===== src/rtl/position_decoder_pkg.sv =====
// position_decoder_pkg
// Shared definitions for the streaming position-to-one-hot decoder:
//   - POS_W_DEF / OUT_W_DEF : default position code width and vector width
//   - occ_state_t           : occupancy of the 2-entry output buffer
//   - decode_pos()          : (pos, none) -> one-hot vector at default width
package position_decoder_pkg;

  localparam int POS_W_DEF = 3;
  localparam int OUT_W_DEF = 1 << POS_W_DEF;

  typedef enum logic [1:0] {
    OCC_EMPTY = 2'd0,
    OCC_ONE   = 2'd1,
    OCC_TWO   = 2'd2
  } occ_state_t;

  // A "none" code stands for the all-zero vector; otherwise exactly one bit.
  function automatic logic [OUT_W_DEF-1:0] decode_pos(
    input logic [POS_W_DEF-1:0] pos,
    input logic                 none
  );
    logic [OUT_W_DEF-1:0] vec;
    vec = '0;
    if (!none) vec[pos] = 1'b1;
    return vec;
  endfunction

endpackage


===== src/rtl/pos_skid_buffer.sv =====
// pos_skid_buffer
// Generic 2-entry registered valid/ready buffer. The main register drives the
// output; the skid register catches the one extra word accepted in the cycle
// the downstream stalls, so the upstream sees a registered in_ready and the
// stream keeps full throughput.
// Ports:
//   clk, reset          : clock, synchronous active-high reset
//   in_valid/in_ready   : upstream handshake (in_ready registered)
//   in_data   [W]       : upstream word
//   out_valid/out_ready : downstream handshake
//   out_data  [W]       : main register, stable while stalled
module pos_skid_buffer
  import position_decoder_pkg::*;
#(
  parameter int W = 8
) (
  input  logic         clk,
  input  logic         reset,
  input  logic         in_valid,
  output logic         in_ready,
  input  logic [W-1:0] in_data,
  output logic         out_valid,
  input  logic         out_ready,
  output logic [W-1:0] out_data
);

  occ_state_t   state_reg, state_next;
  logic [W-1:0] main_reg, main_next;
  logic [W-1:0] skid_reg, skid_next;
  logic         in_ready_reg, in_ready_next;
  logic         accept, deliver;

  assign accept  = in_valid & in_ready_reg;
  assign deliver = (state_reg != OCC_EMPTY) & out_ready;

  always_comb begin
    state_next = state_reg;
    main_next  = main_reg;
    skid_next  = skid_reg;
    case (state_reg)
      OCC_EMPTY: begin
        if (accept) begin
          state_next = OCC_ONE;
          main_next  = in_data;
        end
      end
      OCC_ONE: begin
        if (accept && deliver) begin
          // Pass-through: the new word replaces the one leaving.
          main_next = in_data;
        end else if (accept) begin
          state_next = OCC_TWO;
          skid_next  = in_data;
        end else if (deliver) begin
          state_next = OCC_EMPTY;
        end
      end
      OCC_TWO: begin
        // in_ready_reg is low here, so no accept can happen.
        if (deliver) begin
          state_next = OCC_ONE;
          main_next  = skid_reg;
        end
      end
      default: state_next = OCC_EMPTY;
    endcase
    // Registered ready: high whenever the next state still has a free slot.
    in_ready_next = (state_next != OCC_TWO);
  end

  always_ff @(posedge clk) begin
    if (reset) begin
      state_reg    <= OCC_EMPTY;
      main_reg     <= '0;
      skid_reg     <= '0;
      in_ready_reg <= 1'b1;
    end else begin
      state_reg    <= state_next;
      main_reg     <= main_next;
      skid_reg     <= skid_next;
      in_ready_reg <= in_ready_next;
    end
  end

  assign in_ready  = in_ready_reg;
  assign out_valid = (state_reg != OCC_EMPTY);
  assign out_data  = main_reg;

endmodule


===== src/rtl/position_decoder_stream.sv =====
// position_decoder_stream
// Streaming position-to-one-hot decoder (inverse of a priority encoder).
// Each accepted code (in_pos, in_none) becomes vec = none ? 0 : 1 << pos,
// delivered in strict FIFO order through a 2-entry registered skid buffer.
// Optional feature macro: POS_DECODE_ACCUM_EN adds acc_clear / acc_mask, an
// OR-accumulator of every delivered vector since the last clear.
// Ports:
//   clk, reset              : clock, synchronous active-high reset
//   in_valid/in_ready       : code handshake (in_ready registered)
//   in_pos [POS_W], in_none : position code, all-zero flag
//   out_valid/out_ready     : vector handshake
//   out_onehot [OUT_W]      : decoded vector
//   acc_clear, acc_mask     : accumulator (macro builds only)
module position_decoder_stream
  import position_decoder_pkg::*;
#(
  parameter  int POS_W = POS_W_DEF,
  localparam int OUT_W = 1 << POS_W
) (
  input  logic             clk,
  input  logic             reset,
  input  logic             in_valid,
  output logic             in_ready,
  input  logic [POS_W-1:0] in_pos,
  input  logic             in_none,
  output logic             out_valid,
  input  logic             out_ready,
  output logic [OUT_W-1:0] out_onehot
`ifdef POS_DECODE_ACCUM_EN
  ,
  input  logic             acc_clear,
  output logic [OUT_W-1:0] acc_mask
`endif
);

  logic [OUT_W-1:0] dec_vec;

  // Default width uses the shared package decoder; other widths build the
  // same rule bit by bit.
  generate
    if (POS_W == POS_W_DEF) begin : g_pkg_decode
      assign dec_vec = decode_pos(in_pos, in_none);
    end else begin : g_gen_decode
      for (genvar gi = 0; gi < OUT_W; gi++) begin : g_bit
        localparam logic [POS_W-1:0] IDX = POS_W'(gi);
        assign dec_vec[gi] = !in_none && (in_pos == IDX);
      end
    end
  endgenerate

  pos_skid_buffer #(
    .W (OUT_W)
  ) u_skid (
    .clk       (clk),
    .reset     (reset),
    .in_valid  (in_valid),
    .in_ready  (in_ready),
    .in_data   (dec_vec),
    .out_valid (out_valid),
    .out_ready (out_ready),
    .out_data  (out_onehot)
  );

`ifdef POS_DECODE_ACCUM_EN
  logic [OUT_W-1:0] acc_reg;
  logic             deliver;

  assign deliver = out_valid & out_ready;

  // Clear takes effect before the OR, so a clear coinciding with a delivery
  // leaves exactly the delivered vector.
  always_ff @(posedge clk) begin
    if (reset) begin
      acc_reg <= '0;
    end else if (deliver) begin
      acc_reg <= (acc_clear ? '0 : acc_reg) | out_onehot;
    end else if (acc_clear) begin
      acc_reg <= '0;
    end
  end

  assign acc_mask = acc_reg;
`endif

endmodule


===== config.mk =====
export PLATFORM = sky130hd
export DESIGN_NAME = position_decoder_stream
export DESIGN_NICKNAME = d
export VERILOG_FILES = /design/src/rtl/position_decoder_pkg.sv /design/src/rtl/pos_skid_buffer.sv /design/src/rtl/position_decoder_stream.sv
export SDC_FILE = /design/constraint.sdc
export NUM_CORES = 1
export LEC_CHECK = 0
export ABC_AREA = 0
export CAP_MARGIN = 0
export CORE_MARGIN = 2
export CORE_UTILIZATION = 32
export DETAILED_ROUTE_END_ITERATION = 10
export PLACE_DENSITY_LB_ADDON = 0.1
export SLEW_MARGIN = 40
export SYNTH_ARGS = -nofsm -noshare
export SYNTH_HDL_FRONTEND = slang
export SYNTH_SLANG_ARGS = --single-unit

===== constraint.sdc =====
create_clock -name clk -period 1.4 [get_ports clk]
set_input_delay 0.21 -clock clk [delete_from_list [all_inputs] [get_ports clk]]
set_output_delay 0.21 -clock clk [all_outputs]
set_load 0.005 [all_outputs]

==> results of run 1 <==
-- cell usage after synthesis --
master,instances,share of area
sky130_fd_sc_hd__nor4_1,4,0.026
sky130_fd_sc_hd__nor3_1,10,0.051
sky130_fd_sc_hd__or2_2,1,0.0064
sky130_fd_sc_hd__nand2b_1,4,0.026
sky130_fd_sc_hd__buf_6,4,0.046
sky130_fd_sc_hd__nor2b_1,9,0.058
sky130_fd_sc_hd__mux2_2,1,0.012
sky130_fd_sc_hd__o21a_1,1,0.0077
sky130_fd_sc_hd__o31a_2,1,0.010
sky130_fd_sc_hd__buf_1,1,0.0038
sky130_fd_sc_hd__nand4b_1,1,0.0090
sky130_fd_sc_hd__mux2i_1,8,0.082
sky130_fd_sc_hd__inv_1,2,0.0077
sky130_fd_sc_hd__buf_4,1,0.0077
sky130_fd_sc_hd__clkbuf_1,2,0.0077
sky130_fd_sc_hd__o22a_1,1,0.0090
sky130_fd_sc_hd__nor2b_2,1,0.0090
sky130_fd_sc_hd__nor3b_2,1,0.013
sky130_fd_sc_hd__nor2_2,1,0.0064
sky130_fd_sc_hd__a211oi_1,5,0.038
sky130_fd_sc_hd__nand2_1,3,0.012
sky130_fd_sc_hd__dfxtp_1,19,0.39
sky130_fd_sc_hd__nor2_1,12,0.046
sky130_fd_sc_hd__or4_1,1,0.0077
sky130_fd_sc_hd__a211oi_2,4,0.051
sky130_fd_sc_hd__nand3b_1,1,0.0077
sky130_fd_sc_hd__nor3_2,5,0.051
-- repair_timing --
action	in CTS	in global routing
gates resized for setup	5	29
setup endpoints to repair	1	21
buffers inserted	1	0
gates cloned	0	1
pin swaps	0	7
-- logic make-up (layout without fill, tap and decap cells) --
family,count (synthesis),count (layout),share of synthesized area
buffers and inverters,10,46,0.0730
AOI/OAI and AO/OA,12,12,0.117
muxes,9,9,0.0935
and+or+nand+nor,54,54,0.328
DFF,19,19,0.389
-- worst max path at each step --
stage | endpoint | slack (ps)
after detailed placement | u_skid.out_data[2] | -300
after global placement | u_skid.out_data[2] | -290
after global routing | u_skid.skid_reg[2] | -20
after floorplan | u_skid.skid_reg[0] | 60
final | in_ready | 40
after CTS | u_skid.out_data[2] | -20
-- metal layers --
metal	up-vias	share of wire	wire length [um]	track usage
li1	440	-	-	-
met1	407	0.47	1070	0.173
met2	6	0.50	1150	0.231
met3	2	0.017	38	0.0262
met4	0	0.0092	21	0.0617
met5	-	0	0	0
-- final cells by class --
class	count	share of cell area
Multi-Input combinational cell	75	0.434
Inverter	2	0.00514
Tap cell	33	0.0283
Timing Repair Buffer	40	0.247
Sequential cell	19	0.267
Clock buffer	4	0.0180
-- power by group --
group          switching, mW  total, mW  internal [mW]
Clock                  0.173      0.283          0.111
Sequential            0.0144      0.581          0.567
Combinational          0.131      0.293          0.162
-- through the flow --
step	power (mW)	instance area [um^2]	cells	hold WS, ps	utilization
5_1_grt	1.21	1460	173	540	0.490
3_3_place_gp	0.852	1280	167	486	0.431
4_1_cts	1.13	1330	172	513	0.445
6_report	1.16	1460	173	502	0.490
2_1_floorplan	0.726	977	104	300	-
3_5_place_dp	0.853	1280	167	486	0.431
==> impl_metrics.ini, run 1 <==
[min_path]
min_delay_worst_endpoint = u_skid.out_data[3]
hold_start = u_skid.out_data[3]
holdPathStages = 2
path_type_of_the_worst_min_delay_path = reg -> reg

[detailed_routing]
average_wire_per_standard_cell_um = 13.2
via_per_inst = 4.94
initialDrtViolationCount = 25
final_antenna_violating_net_count = 0
drc = 0
via_count = 855
postRouteWirelength_mm = 2.28
drt_pre_antenna_iters = 4

[sta]
grt_setup_unrepaired = yes
setup_tns_ps = 0
maxSlewHeadroom = 0.729
final_hold_viol_count = 0
final-max-slew-violation-count = 0
setup_violations_final = 0
period_needed_ps = 1360
max_freq_mhz = 738
post-route-worst-setup-slack_ps = 44.6
clock-skew-final_ps = 3.57
post-route-period-util = 0.968
worstMarginPinSlew_ps = 406

[setup_path]
critPathTopFamily = buffers and inverters
cp_num_cells = 1
timing.critical_path.buf_inv = 1
worstReg2RegEnd = u_skid.out_data[3]
required_ps = 1190
critPathMaxStageDelay_ps = 500
highest_fanout_seen_on_the_critical_path = 3
ff2ff_path_depth = 6
worstSetupStartpoint = u_skid.in_ready
worstSetupPathType = reg -> out
critical_r2r_launch = u_skid.state_reg[1]
worst_ep_arrival_time_ps = 1150
regToRegSetupSlack_ps = 60
worstSetupStartpointType = flip-flop
crit_chain = clkdlybuf4s50_1
worst_path_max_delay_cell = sky130_fd_sc_hd__clkdlybuf4s50_1
cp-end-kind = output pin

[synth]
synth_fp_nets = 112
yosysWarnings = 0
postSynthCellCount = 104
synth_sequential_area_ratio = 0.389
synth_cell_type_count = 27
synth.ff_latch_count = 19
synth.avg_cell_area_um2 = 9.40
netlist_area_um2 = 977

[grt]
via_count_of_the_first_global_routing_pass = 814
grt_overflow_total = 0
antenna_violations_before_repair = 0
pin_count_of_the_biggest_net_entering_global_routing = 17
grt_pass1_wl_mm = 3.68
track_usage = 0.139

[cells_and_area]
mostFrequentLayoutCell = sky130_fd_sc_hd__buf_4
area_growth_syn_to_fin_pct = 49.4
layout.nets = 149
multiInputGateArea_um2 = 634
most_frequent_cells_in_the_layout = sky130_fd_sc_hd__buf_4, sky130_fd_sc_hd__clkdlybuf4s50_1, sky130_fd_sc_hd__dfxtp_1
layout-drive-gt1-share = 0.407
filler_cell_count = 286
seq_area_um2 = 390
diodes = 0

[die]
i_o_pins = 18
die_height_um = 59.3
die-width_um = 59.3
row_count = 20
start_util = 0.328
core-area_mm2 = 0.00298
die-area_mm2 = 0.00351

[clocking]
worst_skew_pair.late_latency_ps = 290
clock_tree_from_tritoncts = done
cts.hold.buffers_added = 0
cts_buffer_depth = 2
h-tree-depth = 1
cts_root_buffer = sky130_fd_sc_hd__clkbuf_4
tritoncts.num_buffers = 3
clk_pin_slew_ps = 110
cts.sink_count = 19

[placed_design]
dpl.hpwl_mm = 1.60
place.port_buffers = 17
routabilityCongestion = 0.730
preCtsSetupSlack_ps = -302

[run_status]
run_status = complete, no violations

[pwr]
static-leakage-power_nw = 0.538
power.density_cell_area_mw_per_mm2 = 793
ir_drop_mv = 0.539

[job]
drv.max_cap_violation_count = 0
No activity file was read; power rests on OpenSTA's default activity.
==> run 2, diff against run 1 <==
--- a/config.mk
+++ b/config.mk
@@ -7,9 +7,11 @@
 export LEC_CHECK = 0
 export ABC_AREA = 0
 export CAP_MARGIN = 0
+export CORE_ASPECT_RATIO = 0.6
 export CORE_MARGIN = 2
 export CORE_UTILIZATION = 32
 export DETAILED_ROUTE_END_ITERATION = 10
+export HOLD_SLACK_MARGIN = 0.05
 export PLACE_DENSITY_LB_ADDON = 0.1
 export SLEW_MARGIN = 40
 export SYNTH_ARGS = -nofsm -noshare
==> run 2 against run 1 <==
  * Core utilization down 0.77 points
  * Maximum frequency increased by 0.59%
  * Total power rose by 6.5%
  * Sequential share of layout area rose by 1.2 points
  * Global-route usage rose by 1.1 points
  * Hold slack got worse by 130 ps
  * Count of clock-buffer cells in the layout unchanged
  * Combinational power shrank 7.8%
  * Worst setup slack better by 8.0 ps
  * First-iteration DRC count grew 68%
  * Non-clock buffer count is 3 lower
  * Critical path depth rose by 1
  * Critical path type unchanged
  * Highest routed layer unchanged
==> impl_metrics.ini, run 2 (synthesized netlist as in run 1, its figures left out) <==
[run_status]
run_status = complete, no violations

[die]
i_o_pins = 18
row_count = 15
die-width_um = 75.3
die_height_um = 46.8
die-area_mm2 = 0.00353
start_util = 0.338
core-area_mm2 = 0.00289

[cells_and_area]
layout.nets = 146
filler_cell_count = 296
postLayoutCoreUtil = 0.483
mostFrequentLayoutCell = sky130_fd_sc_hd__buf_4
most_frequent_cells_in_the_layout = sky130_fd_sc_hd__buf_4, sky130_fd_sc_hd__dfxtp_1, sky130_fd_sc_hd__clkdlybuf4s50_1
multiInputGateArea_um2 = 562
diodes = 0
layout-drive-gt1-share = 0.336
area_growth_syn_to_fin_pct = 42.8
seq_area_um2 = 389

[sta]
post-route-worst-setup-slack_ps = 52.6
hold_slack_ps = 374
final-max-slew-violation-count = 0
post-route-period-util = 0.962
grt_setup_unrepaired = yes
period_needed_ps = 1350
max_freq_mhz = 742
final_hold_viol_count = 0
clock-skew-final_ps = 4.10
maxSlewHeadroom = 0.811
setup_violations_final = 0
worstMarginPinSlew_ps = 281

[job]
drv.max_cap_violation_count = 0

[setup_path]
highest_fanout_seen_on_the_critical_path = 8
worstSetupPathType = reg -> out
regToRegSetupSlack_ps = 60
cp-end-kind = output pin
worst_ep_arrival_time_ps = 1140
required_ps = 1190
critical_r2r_launch = u_skid.state_reg[0]
ff2ff_path_depth = 5
worstSetupStartpointType = flip-flop
worstReg2RegEnd = u_skid.skid_reg[0]

[clocking]
cts.sink_count = 19
cts.hold.buffers_added = 0
cts_root_buffer = sky130_fd_sc_hd__clkbuf_8
tritoncts.num_buffers = 3
h-tree-depth = 1
clk_pin_slew_ps = 70
cts_buffer_depth = 2
worst_skew_pair.late_latency_ps = 250
clock_tree_from_tritoncts = done

[detailed_routing]
drc = 0
via_count = 831
via_per_inst = 4.64
initialDrtViolationCount = 42
final_antenna_violating_net_count = 0
average_wire_per_standard_cell_um = 12.7
drt_pre_antenna_iters = 4
postRouteWirelength_mm = 2.27

[placed_design]
routabilityCongestion = 0.746
preCtsSetupSlack_ps = -301
dpl.hpwl_mm = 1.63
place.port_buffers = 17

[min_path]
path_type_of_the_worst_min_delay_path = in -> reg
min_delay_worst_endpoint = u_skid.state_reg[1]
holdPathStages = 3
hold_start = out_ready

[grt]
track_usage = 0.150
via_count_of_the_first_global_routing_pass = 814
grt_overflow_total = 0
pin_count_of_the_biggest_net_entering_global_routing = 17
grt_pass1_wl_mm = 3.84
antenna_violations_before_repair = 0

[pwr]
static-leakage-power_nw = 0.511
ir_drop_mv = 0.539
power.density_cell_area_mw_per_mm2 = 884
-- run 2: cell types whose count changed in the layout (fill, tap and decap cells not counted), sizes merged --
cell | previous run | this run
buf | 23 | 20
-- run 2: final cells by class --
| type | instances | share of cell area |
|---|---|---|
| well taps | 42 | 0.0377 |
| flip-flops and latches | 19 | 0.279 |
| clock buffers | 4 | 0.0323 |
| inverters | 2 | 0.00538 |
| repair buffers | 37 | 0.243 |
| multi-input cells | 75 | 0.403 |
-- run 2: how the worst max path moves through the flow --
stage | from | endpoint | cells after the start
after floorplan | u_skid.state_reg[0] | u_skid.skid_reg[0] | 5
after global placement | in_valid | u_skid.out_data[7] | 5
after detailed placement | in_valid | u_skid.out_data[6] | 5
after CTS | u_skid.state_reg[0] | u_skid.out_data[5] | 6
after global routing | u_skid.state_reg[0] | u_skid.skid_reg[1] | 6
final | u_skid.state_reg[1] | out_valid | 2
-- run 2: per-stage QoR --
stage,power (mW),area [um^2],setup TNS [ps],std cells
floorplan,0.726,977,0,104
global placement,0.849,1280,-3530,173
detailed placement,0.852,1280,-3950,173
CTS,1.24,1350,-5.78,177
global route,1.30,1400,-35.1,179
finish,1.23,1400,0,179
-- run 2: repair_timing --
action,4_1_cts,5_1_grt
gates resized for setup,6,10
gates cloned,0,0
setup buffers,0,2
pin swaps,0,2
setup endpoints to repair,9,15
-- run 2: power breakdown --
group	switching, mW	total (mW)	leakage (nW)	internal, mW
clock	0.179	0.381	0.0228	0.202
combinational	0.117	0.270	0.332	0.154
sequential	0.0172	0.582	0.156	0.565
total	0.313	1.23	0.511	0.921
-- run 2: worst max-delay path, cell delays in order (launching register included) --
cell,delay [ps]
sky130_fd_sc_hd__dfxtp_4,380
sky130_fd_sc_hd__or2_2,300
sky130_fd_sc_hd__clkdlybuf4s15_1,210
-- run 2: routing by layer --
| layer | up-vias | global-route usage | share of wire |
|---|---|---|---|
| li1 | 434 | - | - |
| met1 | 382 | 0.209 | 0.52 |
| met2 | 13 | 0.238 | 0.44 |
| met3 | 2 | 0.0451 | 0.038 |
| met4 | 0 | 0.0211 | 0.0053 |
| met5 | - | 0 | 0 |
==> run 3, diff against run 2 <==
==> constraint.sdc (replaced) <==
create_clock -name clk -period 1.65 [get_ports clk]
set_input_delay 0.2475 -clock clk [delete_from_list [all_inputs] [get_ports clk]]
set_output_delay 0.2475 -clock clk [all_outputs]
set_load 0.005 [all_outputs]
==> run 3 against run 2 <==
  * Clock power fell by 17%
  * Sequential power shrank 15%
  * Sequential share of layout area grew 1.8 points
==> impl_metrics.ini, run 3 (synthesized netlist as in run 1, its figures left out) <==
[detailed_routing]
initialDrtViolationCount = 21
drc = 0
postRouteWirelength_mm = 2.01
drt_pre_antenna_iters = 4
via_count = 789
final_antenna_violating_net_count = 0
via_per_inst = 4.59
average_wire_per_standard_cell_um = 11.7

[job]
drv.max_cap_violation_count = 0

[sta]
max_freq_mhz = 687
grt_setup_unrepaired = no
maxSlewHeadroom = 0.744
period_needed_ps = 1460
setup_violations_final = 0
clock-skew-final_ps = 3.86
final-max-slew-violation-count = 0
worstMarginPinSlew_ps = 381
post-route-period-util = 0.882
final_hold_viol_count = 0

[placed_design]
count_of_placed_standard_cells_including_taps = 168
routabilityCongestion = 0.723
dpl.hpwl_mm = 1.50
place.port_buffers = 17

[setup_path]
cp-end-kind = flip-flop
highest_fanout_seen_on_the_critical_path = 16
worst_ep_arrival_time_ps = 1590
worstSetupStartpointType = input port
worstSetupPathType = in -> reg
required_ps = 1790

[pwr]
static-leakage-power_nw = 0.469
cell_internal_pwr_uw = 767
combinationalPowerShare = 0.202
power_mw = 1.02
total_switching_power_uw = 250
power.switching_fraction = 0.246
power.share.clock = 0.312
share_seq_of_total_power = 0.486
ir_drop_mv = 0.408
power.density_cell_area_mw_per_mm2 = 783

[clocking]
clk_pin_slew_ps = 70
tritoncts.num_buffers = 3
clock_tree_from_tritoncts = done
cts.hold.buffers_added = 0
cts.sink_count = 19
cts_buffer_depth = 2
cts_root_buffer = sky130_fd_sc_hd__clkbuf_8
worst_skew_pair.late_latency_ps = 250
h-tree-depth = 1

[cells_and_area]
diodes = 0
area_growth_syn_to_fin_pct = 32.9
layout.nets = 139
layout-drive-gt1-share = 0.254
most_frequent_cells_in_the_layout = sky130_fd_sc_hd__dfxtp_1, sky130_fd_sc_hd__clkdlybuf4s50_1, sky130_fd_sc_hd__nor2_1, sky130_fd_sc_hd__buf_4, sky130_fd_sc_hd__nor3_1
mostFrequentLayoutCell = sky130_fd_sc_hd__dfxtp_1
finished_layout_cells = 172

[die]
start_util = 0.338
row_count = 15
die_height_um = 46.8
core-area_mm2 = 0.00289
die-width_um = 75.3
die-area_mm2 = 0.00353
i_o_pins = 18

[run_status]
run_status = complete, no violations

[grt]
antenna_violations_before_repair = 0
grt_pass1_wl_mm = 3.52
pin_count_of_the_biggest_net_entering_global_routing = 17
track_usage = 0.135
grt_overflow_total = 0
via_count_of_the_first_global_routing_pass = 769

[min_path]
path_type_of_the_worst_min_delay_path = reg -> reg
## run 3: power groups by stage
stage               combinational (mW)  sequential (mW)  clock (mW)
detailed placement               0.207            0.506           0
global placement                 0.206            0.505           0
floorplan                        0.112            0.504           0
finish                           0.205            0.494       0.318
CTS                              0.209            0.495       0.337
global route                     0.226            0.498       0.346
## run 3: layout make-up
cell class                 count  area (um^2)
multi-input combinational     75          526
timing repair buffer          30          283
fill                         312         1590
tap                           42         52.6
inverter                       2         7.51
clock buffer                   4         45.0
sequential                    19          385
## run 3: what timing repair did
| item | 4_1_cts | 5_1_grt |
|---|---|---|
| endpoints found under the setup margin | 1 | 1 |
| gates resized for setup | 1 | 3 |
| setup buffers | 0 | 0 |
## run 3: path summary, 6_finish.rpt
kind                  startpoint                  to  slack, ps  cells after the start
max                     in_valid  u_skid.out_data[7]        190                      5
min reg2reg   u_skid.out_data[6]  u_skid.out_data[6]        500                      2
min           u_skid.out_data[6]  u_skid.out_data[6]        500                      2
max reg2reg  u_skid.state_reg[0]  u_skid.skid_reg[0]        260                      5
## run 3: worst max-delay path, cell delays in order
cell and delay (ps):
sky130_fd_sc_hd__clkdlybuf4s50_1 470, sky130_fd_sc_hd__nand2_1 100, sky130_fd_sc_hd__o31a_2 470, sky130_fd_sc_hd__a211oi_1 230, sky130_fd_sc_hd__nor3_1 80
## run 3: per-stage QoR
step | setup TNS (ps) | area (um^2) | worst slack (ps) | util | hold slack [ps]
detailed placement | -495 | 1250 | -84.7 | 0.431 | 489
global placement | -379 | 1250 | -84.4 | 0.431 | 481
floorplan | 0 | 977 | 308 | - | 337
global route | 0 | 1300 | 78.6 | 0.449 | 532
finish | 0 | 1300 | 194 | 0.449 | 499
CTS | 0 | 1290 | 11.9 | 0.447 | 505
## run 3: layer usage
layer	vias up	wire [um]	global-route usage
met5	-	0	0
met4	0	12	0.0316
met3	2	89	0.0515
met2	16	804	0.198
met1	352	1110	0.190
li1	419	-	-
==> RTL edit (settings of run 1) <==
The package constant `POS_W_DEF` goes from 3 to 2.
--- a/src/rtl/position_decoder_pkg.sv
+++ b/src/rtl/position_decoder_pkg.sv
@@ -6,5 +6,5 @@
 package position_decoder_pkg;
 
-  localparam int POS_W_DEF = 3;
+  localparam int POS_W_DEF = 2;
   localparam int OUT_W_DEF = 1 << POS_W_DEF;
 
Interface: changed (resized in_pos and out_onehot); port bits go from 18 to 13. No check against the original RTL was run, so the function may have changed too.
==> RTL edit against run 1 <==
- routed wire length shrank 54%
- utilization shrank 0.14 points
- highest routed layer is now met3
- sequential cell count shrank 8
- worst hold slack lost 0.090 ns
- critical path type unchanged
- final area shrank 43%
- setup slack gained 0.022 ns
- total power shrank 40%
- area after synthesis shrank 43%
==> RTL edit: results (changes against run 1) <==
Outcome
  – Run status: completed (unchanged)

STA
  – Clock Skews: 0.00105 ns (was 0.00357 ns)
  – Slew headroom: 0.801 (was 0.729)

Min path
  – Hold path depth: 4 (was 2)
  – Endpoint, Worst Hold: u_skid.state_reg[0] (was u_skid.out_data[3])
  – Hold Crit Start: in_valid (was u_skid.out_data[3])
  – Worst hold path type: input port to register (was register to register)

Global route
  – Largest net degree at the start of global routing: 11 (was 17)
  – Total GRT Usage: 0.126 (was 0.139)
  – First-pass GRT wire length: 1920 um (was 3680 um)
  – Vias in the first global route: 442 (was 814)

Detailed routing
  – 1st-iter DRT viols: 7 (was 25)
  – Uppermost layer routed: met3 (was met4)
  – Met2 WL post-DR: 522 um (was 1150 um)
  – Routed wl met3: 48 um (was 38 um)
  – Pre-Repair DR Iteration Count: 5 (was 4)
  – M1 WL: 476 um (was 1070 um)
  – Wire per inst: 11.0 um (was 13.2 um)
  – Vias/cell: 4.95 (was 4.94)
  – Vias: 470 (was 855)

Layout
  – Share of cells above drive strength 1: 0.359 (was 0.407)

Logic synthesis
  – Synth Net Count: 61 (was 112)
  – Synth top area cells: dfxtp_1 39%, mux2i_1 14%, mux2_2 8.0%, nor2_1 6.0%, nor4b_4 4.2% (was dfxtp_1 39%, mux2i_1 8.2%, nor2b_1 5.8%, a211oi_2 5.1%, nor3_1 5.1%)
  – Sequential share of the synthesized area: 0.392 (was 0.389)
  – Top cells by count, synth: 11 x dfxtp_1, 9 x nor2_1, 8 x mux2i_1, 4 x mux2_2, 3 x a21oi_1 (was 19 x dfxtp_1, 12 x nor2_1, 10 x nor3_1, 9 x nor2b_1, 8 x mux2i_1)
  – Synth unique cells: 21 (was 27)
  – Post-Synthesis Cells: 54 (was 104)

Pwr
  – LEAKAGE: 0.338 nW (was 0.538 nW)
  – Max rail drop VDD: 0.770 mV (was 0.539 mV)
  – Switching pwr: 165 uW (was 318 uW)

Clock tree
  – # Post-CTS Setup Buffers: 0 (was 1)
  – Clock transition at path regs: 0.07 ns (was 0.11 ns)
  – Skew-Pair Late Insertion Delay: 0.26 ns (was 0.29 ns)

Place
  – Final Wtd Congestion: 0.691 (was 0.730)
  – Half-perimeter wire length after placement: 797 um (was 1600 um)
  – Cell Count Post-Placement: 87 (was 167)
  – # port buffers: 12 (was 17)

Critical path
  – Reg2reg end: u_skid.out_data[0] (was u_skid.out_data[3])
  – Reg2reg path depth: 5 (was 6)
  – Critical path peak fanout: 5 (was 3)
  – CP arrival: 1.12 ns (was 1.15 ns)
RTL edit: through the flow:
stage | hold slack, ns | instance area (um^2) | worst slack [ns] | TNS, ns | power (mW)
2_1_floorplan | 0.312 | 562 | 0.0759 | 0 | 0.411
3_3_place_gp | 0.474 | 741 | -0.237 | -1.89 | 0.468
3_5_place_dp | 0.485 | 741 | -0.244 | -2.01 | 0.468
4_1_cts | 0.501 | 771 | 0.00266 | 0 | 0.677
5_1_grt | 0.423 | 826 | 0.00401 | 0 | 0.727
6_report | 0.413 | 826 | 0.0669 | 0 | 0.689
RTL edit: area by class of cell:
| cell class | instances | area [um^2] |
|---|---|---|
| fillers | 162 | 863 |
| multi-input cells | 41 | 345 |
| flip-flops and latches | 11 | 231 |
| repair buffers | 22 | 201 |
| clock buffers | 4 | 26.3 |
| well taps | 17 | 21.3 |
RTL edit: logic make-up after synthesis:
family / after synthesis / synth area share
buf+inv: 2 / 0.0134
flops: 11 / 0.392
simple gates: 24 / 0.294
mux: 12 / 0.223
compound gates: 5 / 0.0779
RTL edit: per-layer routing:
layer | global-route usage | vias to the layer above
li1 | - | 241
met1 | 0.150 | 219
met2 | 0.211 | 10
met3 | 0.0595 | 0
met4 | 0.0171 | 0
met5 | 0 | -
RTL edit: worst reg2reg max path, stage by stage (launching register included):
cell,delay (ns)
dfxtp_4,0.39
and4b_4,0.22
a211oi_4,0.22
buf_4,0.17
mux2i_1,0.18
nor2_1,0.05
RTL edit: power groups by stage:
| stage | registers [mW] | clock network, mW | logic [mW] |
|---|---|---|---|
| CTS | 0.333 | 0.218 | 0.126 |
| floorplan | 0.338 | 0 | 0.0724 |
| global route | 0.331 | 0.235 | 0.162 |
| finish | 0.329 | 0.211 | 0.149 |
| global placement | 0.340 | 0 | 0.128 |
| detailed placement | 0.340 | 0 | 0.128 |
